[src/rtl/seg_scan_ctrl.sv]
// Scan controller for a multiplexed seven-segment display with a double-buffered digit snapshot.
// Optional `LEADING_ZERO_BLANK_EN blanks leading zero digits (digit 0 is always shown).
module seg_scan_ctrl #(
    parameter int NUM_DIGITS   = 4,
    parameter int REFRESH_DIV  = 100000,
    parameter int BLANK_CYCLES = 1000
) (
    input  logic                    clk,
    input  logic                    rst_n,
    input  logic                    enable,
    input  logic                    load,
    input  logic [4*NUM_DIGITS-1:0] digits_in,
    output logic [3:0]              bcd_out,
    output logic [NUM_DIGITS-1:0]   an,
    output logic                    frame_done
);

    localparam int CNT_W = $clog2(REFRESH_DIV);
    localparam int IDX_W = (NUM_DIGITS > 1) ? $clog2(NUM_DIGITS) : 1;
    localparam logic [CNT_W-1:0] BLANK_LAST = CNT_W'(BLANK_CYCLES - 1);
    localparam logic [CNT_W-1:0] SLOT_LAST  = CNT_W'(REFRESH_DIV - 1);
    localparam logic [IDX_W-1:0] IDX_LAST   = IDX_W'(NUM_DIGITS - 1);

    typedef enum logic [1:0] {IDLE, BLANK, SHOW} state_t;

    state_t                  state, state_nxt;
    logic [CNT_W-1:0]        cnt, cnt_nxt;
    logic [IDX_W-1:0]        digit_idx, idx_nxt;
    logic [4*NUM_DIGITS-1:0] shadow, active, active_nxt;
    logic                    pending, boundary, transfer, frame_nxt;
    logic [3:0]              code, bcd_nxt;
    logic [NUM_DIGITS-1:0]   an_nxt;
`ifdef LEADING_ZERO_BLANK_EN
    logic                    lead;
`endif

    // Outputs are registered from next-state values so they line up with the state they describe.
    always_comb begin
        state_nxt = state;
        cnt_nxt   = cnt;
        idx_nxt   = digit_idx;
        boundary  = 1'b0;
        frame_nxt = 1'b0;
        if (!enable) begin
            state_nxt = IDLE;
            cnt_nxt   = '0;
            idx_nxt   = '0;
        end else begin
            case (state)
                IDLE: begin
                    state_nxt = BLANK;
                    cnt_nxt   = '0;
                    idx_nxt   = '0;
                end
                BLANK: begin
                    cnt_nxt = cnt + CNT_W'(1);
                    if (cnt == BLANK_LAST) state_nxt = SHOW;
                end
                SHOW: begin
                    if (cnt == SLOT_LAST) begin
                        cnt_nxt   = '0;
                        state_nxt = BLANK;
                        if (digit_idx == IDX_LAST) begin
                            idx_nxt   = '0;
                            boundary  = 1'b1;
                            frame_nxt = 1'b1;
                        end else begin
                            idx_nxt = digit_idx + IDX_W'(1);
                        end
                    end else begin
                        cnt_nxt = cnt + CNT_W'(1);
                    end
                end
                default: begin
                    state_nxt = IDLE;
                    cnt_nxt   = '0;
                    idx_nxt   = '0;
                end
            endcase
        end

        transfer   = pending && (boundary || state == IDLE);
        active_nxt = transfer ? shadow : active;

        code = 4'hF;
        for (int i = 0; i < NUM_DIGITS; i++) begin
            if (idx_nxt == IDX_W'(i)) code = active_nxt[4*i +: 4];
        end
`ifdef LEADING_ZERO_BLANK_EN
        lead = 1'b1;
        for (int i = NUM_DIGITS - 1; i >= 1; i--) begin
            if (active_nxt[4*i +: 4] != 4'd0) lead = 1'b0;
            if (lead && idx_nxt == IDX_W'(i)) code = 4'hF;
        end
`endif
        bcd_nxt = (state_nxt == IDLE) ? 4'hF : code;

        for (int i = 0; i < NUM_DIGITS; i++) begin
            an_nxt[i] = !(state_nxt == SHOW && idx_nxt == IDX_W'(i));
        end
    end

    // A load coinciding with a transfer wins the pending flag, so the new value waits a frame.
    always_ff @(posedge clk or negedge rst_n) begin
        if (!rst_n) begin
            state      <= IDLE;
            cnt        <= '0;
            digit_idx  <= '0;
            shadow     <= '0;
            active     <= '0;
            pending    <= 1'b0;
            bcd_out    <= 4'hF;
            an         <= '1;
            frame_done <= 1'b0;
        end else begin
            state      <= state_nxt;
            cnt        <= cnt_nxt;
            digit_idx  <= idx_nxt;
            active     <= active_nxt;
            if (load) begin
                shadow  <= digits_in;
                pending <= 1'b1;
            end else if (transfer) begin
                pending <= 1'b0;
            end
            bcd_out    <= bcd_nxt;
            an         <= an_nxt;
            frame_done <= frame_nxt;
        end
    end

endmodule

[config.mk]
export PLATFORM = sky130hd
export DESIGN_NAME = seg_scan_ctrl
export DESIGN_NICKNAME = d
export VERILOG_FILES = /design/src/rtl/seg_scan_ctrl.sv
export SDC_FILE = /design/constraint.sdc
export NUM_CORES = 1
export LEC_CHECK = 0
export CORE_MARGIN = 10
export CORE_UTILIZATION = 55
export CTS_CLUSTER_DIAMETER = 40
export DETAILED_ROUTE_END_ITERATION = 10
export PLACE_DENSITY_LB_ADDON = 0.08
export SYNTH_ARGS = -nofsm -noshare
export SYNTH_HDL_FRONTEND = slang
export SYNTH_SLANG_ARGS = --single-unit
[constraint.sdc]
create_clock -name clk -period 7.2 [get_ports clk]
set_clock_uncertainty 0.05 [all_clocks]
set_input_delay 1.44 -clock clk [delete_from_list [all_inputs] [get_ports clk]]
set_output_delay 1.44 -clock clk [all_outputs]
set_load 0.01 [all_outputs]
-- Word-level counts from Yosys, hierarchy flattened
Cells that the tools add are included.
- bits in registers: 63
- latch bits: 0
- memory bits (writable): 0
- memory bits (read-only): 0
- input port bits: 20
- logic and storage cells: 57
- memories: 0
- add/subtract/negate cells: 2
- $mul: 0
- divide/modulo/power cells: 0
- magnitude comparators: 0
- equal/unequal tests: 9
- shifts and indexed selects: 0
- mux-type cells: 23
- bitwise gates (word level): 0
- reduce and logical (&&, ||, !) cells: 14
- operators by type and width (cell ; number):
    17-bit two-way mux ; 2
    17-bit one-hot mux with 2 select lines ; 1
    4-bit two-way mux ; 5
    17-bit by 1-bit adder with 17-bit output, second input constant ; 1
    17-bit by 10-bit equality test with 1-bit output, second input constant ; 1
    17-bit equality test, second input constant ; 1
    16-bit two-way mux ; 1
    2-bit two-way mux ; 6
    2-bit equality test, second input constant ; 5
    2-bit logical NOT ; 3
    1-bit two-way mux ; 6
    2-bit one-hot mux with 3 select lines ; 1
    1-bit logical AND ; 5
    2-bit by 1-bit equality test with 1-bit output, second input constant ; 2
    1-bit logical NOT ; 4
    2-bit one-hot mux with 2 select lines ; 1
    2-bit by 1-bit adder with 2-bit output, second input constant ; 1
    2-bit nonzero test ; 1
    1-bit logical OR ; 1

-- Longest topological paths before layout
Gate-level depths: netlist of run 1.
- word-level depth: 13
- depth in mapped cells: 11
- depth with buffers taken out: 8

-- Worst setup path before layout of run 1
Ideal clock, no wire load.
- path type: in2reg
- start point: in enable
- end point: reg bcd_out[0]
- library setup time: 92 ps
- arrival: 2968 ps
- data required time: 7058 ps
- path slack: 4091 ps
- stages: 9
- path buffers: 3
- cell sequence: buf_2 and3_1 and2_1 clkbuf_1 a21o_1 buf_4 mux2_2 mux2i_1 a22oi_1
- elaborated cells on any way between the ends: 16
- RTL lines (what ; RTL line ; source):
    from (decl) ; 10 ; input logic enable,
    1-bit two-way mux ; 44 ; if (!enable) begin
    1-bit logical OR ; 82 ; transfer = pending && (boundary || state == IDLE);
    1-bit logical AND ; 82 ;
    16-bit two-way mux ; 83 ; active_nxt = transfer ? shadow : active;
    named net active_nxt[8] ; 29 ; logic [4*NUM_DIGITS-1:0] shadow, active, active_nxt;
    4-bit two-way mux (2 in a row) ; 87 ; if (idx_nxt == IDX_W'(i)) code = active_nxt[4*i +: 4];
    4-bit two-way mux ; 96 ; bcd_nxt = (state_nxt == IDLE) ? 4'hF : code;
    named net bcd_nxt[0] ; 31 ; logic [3:0] code, bcd_nxt;
    to (signal assigned) ; 126 ; bcd_out <= bcd_nxt;
    to (decl) ; 13 ; output logic [3:0] bcd_out,
The timed path passes the listed nets, and every way through them passes these cells.
A chain may end at the register's enable or synchronous reset.

-- Worst setup path after layout of run 1
- start point: in enable
- end point: reg bcd_out[2]
The elaborated chain is that of the path after synthesis.

==> impl_metrics.toml, run 1 <==
[synth]
synthAdderAreaFrac_pct = 2.50
synth_compound_area_share_pct = 6.67
async_flop_share_pct = 100
synth_top_family_by_area = "simple AND/OR/NAND/NOR gates"
yosysTopAreaCellShare_pct = 45.8
yosys_register_bits = 63
synth_edf_count = 0
synthesis.area_um2 = 3000
synthTopCellsByArea = "dfrtp_1 (46%), mux2_2 (9.4%), dfstp_2 (7.0%)"
yosys_warnings = 0
synth_fp_nets = 290
ys_top_cells_by_count = "dfrtp_1 (55), mux2_2 (25), nand3_1 (24), nor2_1 (24), nand2_1 (15)"
synth.most_common_cell = "dfrtp_1"
yosys.cell_types.count = 45
avgSynthCellArea_um2 = 11.4
synthMuxAreaShare_pct = 12.4
synth-main-ff-cell = "dfrtp_1"
yosysSeqAreaShare_pct = 52.8
synthSimpleGateAreaFrac_pct = 19.0
syn_inst = 264
synth_xor_area_share_pct = 3.79
synth_top_area_cell = "dfrtp_1"

[power]
p_sw_share_pct = 22.8
p_sw_uw = 198
p_leak_nw = 1.44
clock_power_share_pct = 42.1
seq_power_share_pct = 47.0
combinationalPowerShare_pct = 10.9
p_int_uw = 668
p_per_area_nw_per_um2 = 244
vdd_drop_max_mv = 0.168

[worst_setup_path]
ff2ff_setup_slack_ns = 4.17
reg2regPathDepth = 7
critPathMaxStageDelay_ns = 0.65
worstSetupPathType = "input pin to flop"
start_kind = "input pin"
crit_path_cell_trace = "clkdlybuf4s50_1 -> and3_1 -> and2_1 -> a21o_1 -> mux2_2 -> mux2i_1 -> a22oi_1"
arrival_ns = 3.72
worst_path_max_delay_cell = "clkdlybuf4s50_1"
end_kind = "flop"
crit_path_max_fanout = 9
critical_path_required_ns = 7.40

[cells_and_area]
finalInstanceArea_um2 = 3550
final_core_util_pct = 68.1
num-nets-final = 319
diodes = 0
drive_above_1_share_pct = 18.8
syn2layout_area_growth_pct = 18.1

[placement]
dp_hpwl_um = 3980
place_congestion = 0.804
placed_area_um2 = 3310
io_buffers = 28

[global_route]
grt_max_degree = 64
grt_pass1_vias = 2050
grt_overflow_total = 0
grt_pass1_wl_um = 10100
grt_util_all_layers_pct = 14.5
grt_antenna_before_repair = 0

[clock_tree]
cts_resized = 0
clock_latency_ns = 0.34
cts_tree = "yes"
clk_pin_slew_ns = 0.07
clockBufferDepth = 2
cts_buffers = 9
post_cts_buffers = 0
htreeDepth = 3
cts.sinks = 63
cts_root_buffer = "clkbuf_8"
cts_hold_buf = 0

[route]
drc = 0
routedWlPerCell_um = 15.9
vias_per_cell = 5.62
postRouteWirelength_um = 5850
drtPass1Iterations = 4
postRouteAntennaNets = 0
via_count = 2067
dr.first_iter.drc_count = 114

[sta]
finalMaxSlewViolations = 0
setup_viol = 0
worstMarginPinSlew_ns = 0.811
fin_crit_sh_pct = 49.0
slew_headroom_pct = 45.8
setup_tns_ns = 0
hold_viol_final = 0
rsz0062_at_grt = "false"
fmax_mhz = 284
period_needed_ns = 3.53

[min_path]
min_path_type = "flop to flop"
whs_path_depth = 1

[floorplanning]
io_pins = 29
start_util_pct = 57.7
core_um2 = 5200
die-height_um = 93.9
rows = 26
die-width_um = 93.9
die-area_um2 = 8820

[job]
maxCapViolations = 0

[outcome]
outcome = "finished clean"
-- per-layer routing --
| layer | global-route usage [%] | vias to the layer above | share of wire (%) |
|---|---|---|---|
| met3 | 4.40 | 6 | 4.3 |
| met4 | 6.84 | 0 | 1.3 |
| li1 | - | 1007 | - |
| met5 | 0 | - | 0 |
| met2 | 20.3 | 42 | 45 |
| met1 | 20.0 | 1012 | 50 |
-- power groups by stage --
| stage | logic (mW) | registers, mW | clock network (mW) |
|---|---|---|---|
| final | 0.0942 | 0.406 | 0.365 |
| after floorplan | 0.0604 | 0.408 | 0 |
| after CTS | 0.0955 | 0.406 | 0.372 |
| after global routing | 0.106 | 0.410 | 0.390 |
| after detailed placement | 0.0943 | 0.412 | 0 |
| after global placement | 0.0917 | 0.412 | 0 |
-- cell families (layout without fill, tap and decap cells) --
| group | after synthesis | count (layout) |
|---|---|---|
| AND/OR/NAND/NOR | 102 | 102 |
| XOR/XNOR | 13 | 13 |
| buffers and inverters | 17 | 51 |
| multiplexers | 34 | 34 |
| adder cells (fa/ha/maj) | 6 | 6 |
| AO/OA/AOI/OAI | 29 | 29 |
| flip-flops | 63 | 63 |
-- path summary, 6_finish.rpt --
check | start | endpoint
min in group asynchronous | rst_n | state[1]$_DFF_PN0_
max | enable | bcd_out[2]$_DFF_PN1_
max in group asynchronous | rst_n | frame_done$_DFF_PN0_
max reg2reg | cnt[11]$_DFF_PN0_ | bcd_out[1]$_DFF_PN1_
min | active[1]$_DFF_PN0_ | active[1]$_DFF_PN0_
min reg2reg | active[1]$_DFF_PN0_ | active[1]$_DFF_PN0_
-- worst max-delay path, delay by kind of cell --
kind,cells,cell delay (ns)
AOI/OAI and AO/OA,2,0.49
buffers and inverters,1,0.65
muxes,2,0.56
and+or+nand+nor,2,0.58
-- state kept, by name, summed over array words and instances, names as in the netlist, 2 cells and up --
signal     flops
an             4
state          2
active        16
shadow        16
digit_idx      2
cnt           17
bcd_out        4
-- placed cells by master, fill, tap and decap left out, drive strengths merged, types with 5 or more instances in the layout --
master,n
mux2i,9
a22oi,12
nand4,5
nor2,24
nand2,15
and2,6
o21ai,5
inv,5
dfstp,8
nand3b,8
xor2,8
ha,6
and3,6
xnor2,5
clkbuf,10
clkdlybuf4s50,27
nand3,25
dfrtp,55
mux2,25
-- area by class of cell --
type	count	area, µm²
Multi-Input combinational cell	184	1330
Inverter	6	22.5
Clock inverter	6	109
Tap cell	70	87.6
Sequential cell	63	1590
Fill cell	429	1660
Timing Repair Buffer	29	283
Clock buffer	10	128
-- stage by stage --
step | setup WS [ns] | hold WS (ns) | std cells | power, mW
after detailed placement | 3.38 | 0.437 | 352 | 0.507
after CTS | 3.71 | 0.452 | 368 | 0.874
after floorplan | 4.09 | 0.414 | 264 | 0.469
after global routing | 3.57 | 0.476 | 368 | 0.906
after global placement | 3.46 | 0.430 | 352 | 0.504
final | 3.67 | 0.451 | 368 | 0.865
(Power assumes the default switching activity.)
==> run 2: changes to the inputs <==
--- a/config.mk
+++ b/config.mk
@@ -6,7 +6,7 @@
 export NUM_CORES = 1
 export LEC_CHECK = 0
 export CORE_MARGIN = 10
-export CORE_UTILIZATION = 55
+export CORE_UTILIZATION = 51
 export CTS_CLUSTER_DIAMETER = 40
 export DETAILED_ROUTE_END_ITERATION = 10
 export PLACE_DENSITY_LB_ADDON = 0.08
==> constraint.sdc (replaced) <==
create_clock -name clk -period 3.15 [get_ports clk]
set_clock_uncertainty 0.05 [all_clocks]
set_input_delay 0.63 -clock clk [delete_from_list [all_inputs] [get_ports clk]]
set_output_delay 0.63 -clock clk [all_outputs]
set_load 0.01 [all_outputs]
==> impl_metrics.toml, run 2 (synthesis results as in run 1) <==
[outcome]
outcome = "finished clean"

[worst_setup_path]
crit_path_max_fanout = 10
arrival_ns = 3.00
worstSetupPathType = "flop to flop"
critical_path_required_ns = 3.35
start_kind = "flop"
worst_path_max_delay_cell = "or4_4"
crit_path_cell_trace = "or4_4 -> nor4_4 -> buf_4 -> a21o_1 -> mux2_2 -> mux2i_1 -> a22oi_1"
end_kind = "flop"
critPathMaxStageDelay_ns = 0.57

[clock_tree]
htreeDepth = 3
clk_pin_slew_ns = 0.08
clockBufferDepth = 2
cts_resized = 0
cts_hold_buf = 0
post_cts_buffers = 0
cts.sinks = 63
cts_root_buffer = "clkbuf_8"
cts_tree = "yes"
cts_buffers = 9
clock_latency_ns = 0.34

[global_route]
grt_antenna_before_repair = 0
grt_util_all_layers_pct = 13.6
grt_pass1_wl_um = 10700
grt_pass1_vias = 2148
grt_overflow_total = 0
grt_max_degree = 37

[cells_and_area]
regArea_um2 = 1590
reg_top3 = "cnt (17), active (16), shadow (16)"
multi_input_area_um2 = 1330
drive_above_1_share_pct = 20.2
num-nets-final = 323
largest_register = "cnt"
syn2layout_area_growth_pct = 18.7
largest_reg_flops = 17
final_common_cell = "dfrtp_1"
layout_common_cells = "dfrtp_1 (55), clkdlybuf4s50_1 (27), mux2_2 (25)"
diodes = 0
final.fill_count = 479

[route]
routedWlPerCell_um = 16.8
vias_per_cell = 5.53
via_count = 2070
dr.first_iter.drc_count = 120
drc = 0
drtPass1Iterations = 5
postRouteAntennaNets = 0
postRouteWirelength_um = 6280

[floorplanning]
rows = 27
start_util_pct = 53.5
core_um2 = 5610
io_pins = 29
die-area_um2 = 9360
die-width_um = 96.7
die-height_um = 96.7

[sta]
fin_crit_sh_pct = 88.9
period_needed_ns = 2.80
setup_tns_ns = 0
hold_viol_final = 0
whs_ns = 0.274
setup_viol = 0
slew_headroom_pct = 47.3
finalMaxSlewViolations = 0
worstMarginPinSlew_ns = 0.787
fmax_mhz = 357
rsz0062_at_grt = "false"

[placement]
place_congestion = 0.808
io_buffers = 28
dp_hpwl_um = 4430

[power]
vdd_drop_max_mv = 0.293
p_leak_nw = 1.45
p_per_area_nw_per_um2 = 528

[job]
maxCapViolations = 0

[min_path]
min_path_type = "input pin to async pin"
-- run 2: cell types whose count changed in the layout (fill, tap and decap cells not counted), sizes merged --
cell | previous run | this run
buf | 2 | 6
bufinv | 3 | 1
clkbuf | 10 | 11
clkinvlp | 0 | 1
-- run 2: where the power goes --
group / total, mW / switching, mW / leakage (nW) / internal [mW]
clock network: 0.732 / 0.325 / 0.105 / 0.407
registers: 0.929 / 0.0394 / 0.772 / 0.890
logic: 0.222 / 0.106 / 0.574 / 0.116
-- run 2: stage by stage --
| step | instance area, µm² | cells | utilization (%) | power (mW) | worst slack [ns] |
|---|---|---|---|---|---|
| detailed placement | 3360 | 358 | 59.8 | 1.17 | 0.397 |
| CTS | 3560 | 374 | 63.5 | 1.90 | 0.336 |
| floorplan | 3000 | 264 | - | 1.07 | 0.746 |
| global placement | 3360 | 358 | 59.8 | 1.16 | 0.477 |
| finish | 3560 | 374 | 63.5 | 1.88 | 0.349 |
| global route | 3560 | 374 | 63.5 | 1.96 | 0.173 |
-- run 2: worst max-delay path, delay by kind of cell (launching register included) --
family,cells,cell delay (ns)
simple gates,2,0.98
mux,2,0.57
compound gates,2,0.44
flops,1,0.41
buf+inv,1,0.24
-- run 2: final cells by class --
class	count	area share, %
clock inverter	5	1.58
sequential	63	44.5
tap	72	2.53
timing repair buffer	33	9.13
multi-input combinational	184	37.4
clock buffer	11	4.25
inverter	6	0.632
-- run 2: routing by layer --
| layer | wire [µm] | vias to the layer above | GRT usage, % | part of all wire, % |
|---|---|---|---|---|
| li1 | - | 1006 | - | - |
| met1 | 3160 | 1020 | 18.2 | 50 |
| met2 | 2890 | 38 | 20.3 | 46 |
| met3 | 179 | 6 | 3.41 | 2.8 |
| met4 | 52 | 0 | 5.75 | 0.83 |
| met5 | 0 | - | 0 | 0 |
-- run 2: path summary, 6_finish.rpt --
path | from | end | slack, ns | cells after the start
hold / removal | rst_n | shadow[7]$_DFFE_PN0P_ | 0.27 | 1
setup reg to reg | cnt[11]$_DFF_PN0_ | bcd_out[2]$_DFF_PN1_ | 0.35 | 7
setup / recovery | cnt[11]$_DFF_PN0_ | bcd_out[2]$_DFF_PN1_ | 0.35 | 7
min in group clk | active[9]$_DFF_PN0_ | active[9]$_DFF_PN0_ | 0.45 | 1
hold reg to reg | active[9]$_DFF_PN0_ | active[9]$_DFF_PN0_ | 0.45 | 1
max in group asynchronous | rst_n | bcd_out[2]$_DFF_PN1_ | 2.08 | 2
==> run 3: changes to the inputs <==
--- a/config.mk
+++ b/config.mk
@@ -9,7 +9,7 @@
 export CORE_UTILIZATION = 51
 export CTS_CLUSTER_DIAMETER = 40
 export DETAILED_ROUTE_END_ITERATION = 10
-export PLACE_DENSITY_LB_ADDON = 0.08
+export PLACE_DENSITY_LB_ADDON = 0.15
 export SYNTH_ARGS = -nofsm -noshare
 export SYNTH_HDL_FRONTEND = slang
 export SYNTH_SLANG_ARGS = --single-unit
==> impl_metrics.toml, run 3 (synthesis results as in run 1) <==
[clock_tree]
cts_root_buffer = "clkbuf_8"
cts_buffers = 9
cts_tree = "yes"
htreeDepth = 3
clk_pin_slew_ns = 0.07
clock_latency_ns = 0.34
cts_hold_buf = 0
post_cts_buffers = 0
clockBufferDepth = 2
cts.sinks = 63
cts_resized = 0

[route]
postRouteWirelength_um = 6280
via_count = 2085
routedWlPerCell_um = 16.8
drc = 0
drtPass1Iterations = 4
postRouteAntennaNets = 0
dr.first_iter.drc_count = 68
vias_per_cell = 5.57

[global_route]
grt_util_all_layers_pct = 13.8
grt_max_degree = 34
grt_pass1_wl_um = 10800
grt_antenna_before_repair = 0
grt_overflow_total = 0
grt_pass1_vias = 2144

[sta]
finalMaxSlewViolations = 0
fin_crit_sh_pct = 87.6
rsz0062_at_grt = "false"
slew_headroom_pct = 45.7
fmax_mhz = 363
hold_viol_final = 0
period_needed_ns = 2.76
setup_tns_ns = 0
worstMarginPinSlew_ns = 0.812
setup_viol = 0

[job]
maxCapViolations = 0

[worst_setup_path]
critPathMaxStageDelay_ns = 0.58
path_buf_inv = 1
start_kind = "flop"
crit_path_max_fanout = 10
worst_path_max_delay_cell = "or4_4"
worstSetupPathType = "flop to flop"
arrival_ns = 2.96
critical_path_required_ns = 3.35
path_delay_family = "simple AND/OR/NAND/NOR gates"
end_kind = "flop"
crit_path_cell_trace = "or4_4 -> nor4_4 -> buf_4 -> a21o_1 -> mux2_2 -> mux2i_1 -> a22oi_1"

[cells_and_area]
largest_reg_flops = 17
diodes = 0
reg_top3 = "cnt (17), active (16), shadow (16)"
final_common_cell = "dfrtp_1"
largest_register = "cnt"
num-nets-final = 323
final_cell_count_no_fill = 374
drive_above_1_share_pct = 19.5
layout_common_cells = "dfrtp_1 (55), clkdlybuf4s50_1 (27), mux2_2 (25)"
syn2layout_area_growth_pct = 18.9

[floorplanning]
rows = 27
die-area_um2 = 9360
die-height_um = 96.7
io_pins = 29
core_um2 = 5610
die-width_um = 96.7
start_util_pct = 53.5

[placement]
io_buffers = 28
place_congestion = 0.778
place_inst = 358
dp_hpwl_um = 4300

[power]
p_per_area_nw_per_um2 = 539
vdd_drop_max_mv = 0.390
p_leak_nw = 1.46

[min_path]
min_path_type = "input pin to async pin"

[outcome]
outcome = "finished clean"
-- run 3: cell types whose count changed in the layout (fill, tap and decap cells not counted), sizes merged --
| cell | previous run | this run |
|---|---|---|
| clkbuf | 11 | 12 |
| bufinv | 1 | 2 |
| clkinv | 4 | 3 |
| clkinvlp | 1 | 0 |
-- run 3: worst paths after layout --
| kind | startpoint | to | slack [ns] | cells after the start |
|---|---|---|---|---|
| min | rst_n | shadow[12]$_DFFE_PN0P_ | 0.30 | 1 |
| min in group clk | cnt[0]$_DFF_PN0_ | cnt[0]$_DFF_PN0_ | 0.45 | 1 |
| min reg2reg | cnt[0]$_DFF_PN0_ | cnt[0]$_DFF_PN0_ | 0.45 | 1 |
| max reg2reg | cnt[11]$_DFF_PN0_ | bcd_out[3]$_DFF_PN1_ | 0.39 | 7 |
| max | cnt[11]$_DFF_PN0_ | bcd_out[3]$_DFF_PN1_ | 0.39 | 7 |
| max in group asynchronous | rst_n | bcd_out[0]$_DFF_PN1_ | 2.06 | 2 |
-- run 3: worst reg2reg max path, stage by stage, from the launching register on --
cell and delay, ns:
dfrtp_1 0.41, or4_4 0.58, nor4_4 0.40, buf_4 0.25, a21o_1 0.32, mux2_2 0.40
mux2i_1 0.16, a22oi_1 0.11
-- run 3: final cells by class --
| type | count | area, µm² |
|---|---|---|
| Timing Repair Buffer | 33 | 325 |
| Inverter | 6 | 22.5 |
| Clock buffer | 12 | 145 |
| Clock inverter | 4 | 70.1 |
| Multi-Input combinational cell | 184 | 1330 |
| Tap cell | 72 | 90.1 |
| Fill cell | 474 | 2040 |
| Sequential cell | 63 | 1590 |
-- run 3: routing by layer --
layer / vias up / global-route usage (%) / routed length, µm
li1: 1010 / - / -
met1: 1033 / 18.0 / 2970
met2: 33 / 20.8 / 2970
met3: 9 / 4.12 / 232
met4: 0 / 5.19 / 102
met5: - / 0 / 0
-- run 3: report_power, final --
| part | internal (mW) | total, mW | leakage [nW] | switching, mW |
|---|---|---|---|---|
| registers | 0.890 | 0.929 | 0.772 | 0.0391 |
| logic | 0.117 | 0.223 | 0.574 | 0.107 |
| clock network | 0.465 | 0.774 | 0.110 | 0.309 |
-- run 3: per-stage QoR --
step | setup WS [ns] | hold WS [ns] | power, mW | utilization [%] | area [µm²]
after global placement | 0.417 | 0.431 | 1.16 | 59.8 | 3360
after detailed placement | 0.327 | 0.438 | 1.17 | 59.8 | 3360
after CTS | 0.399 | 0.307 | 1.95 | 63.7 | 3570
after floorplan | 0.746 | 0.284 | 1.07 | - | 3000
final | 0.392 | 0.296 | 1.93 | 63.7 | 3570
after global routing | 0.255 | 0.337 | 2.02 | 63.7 | 3570
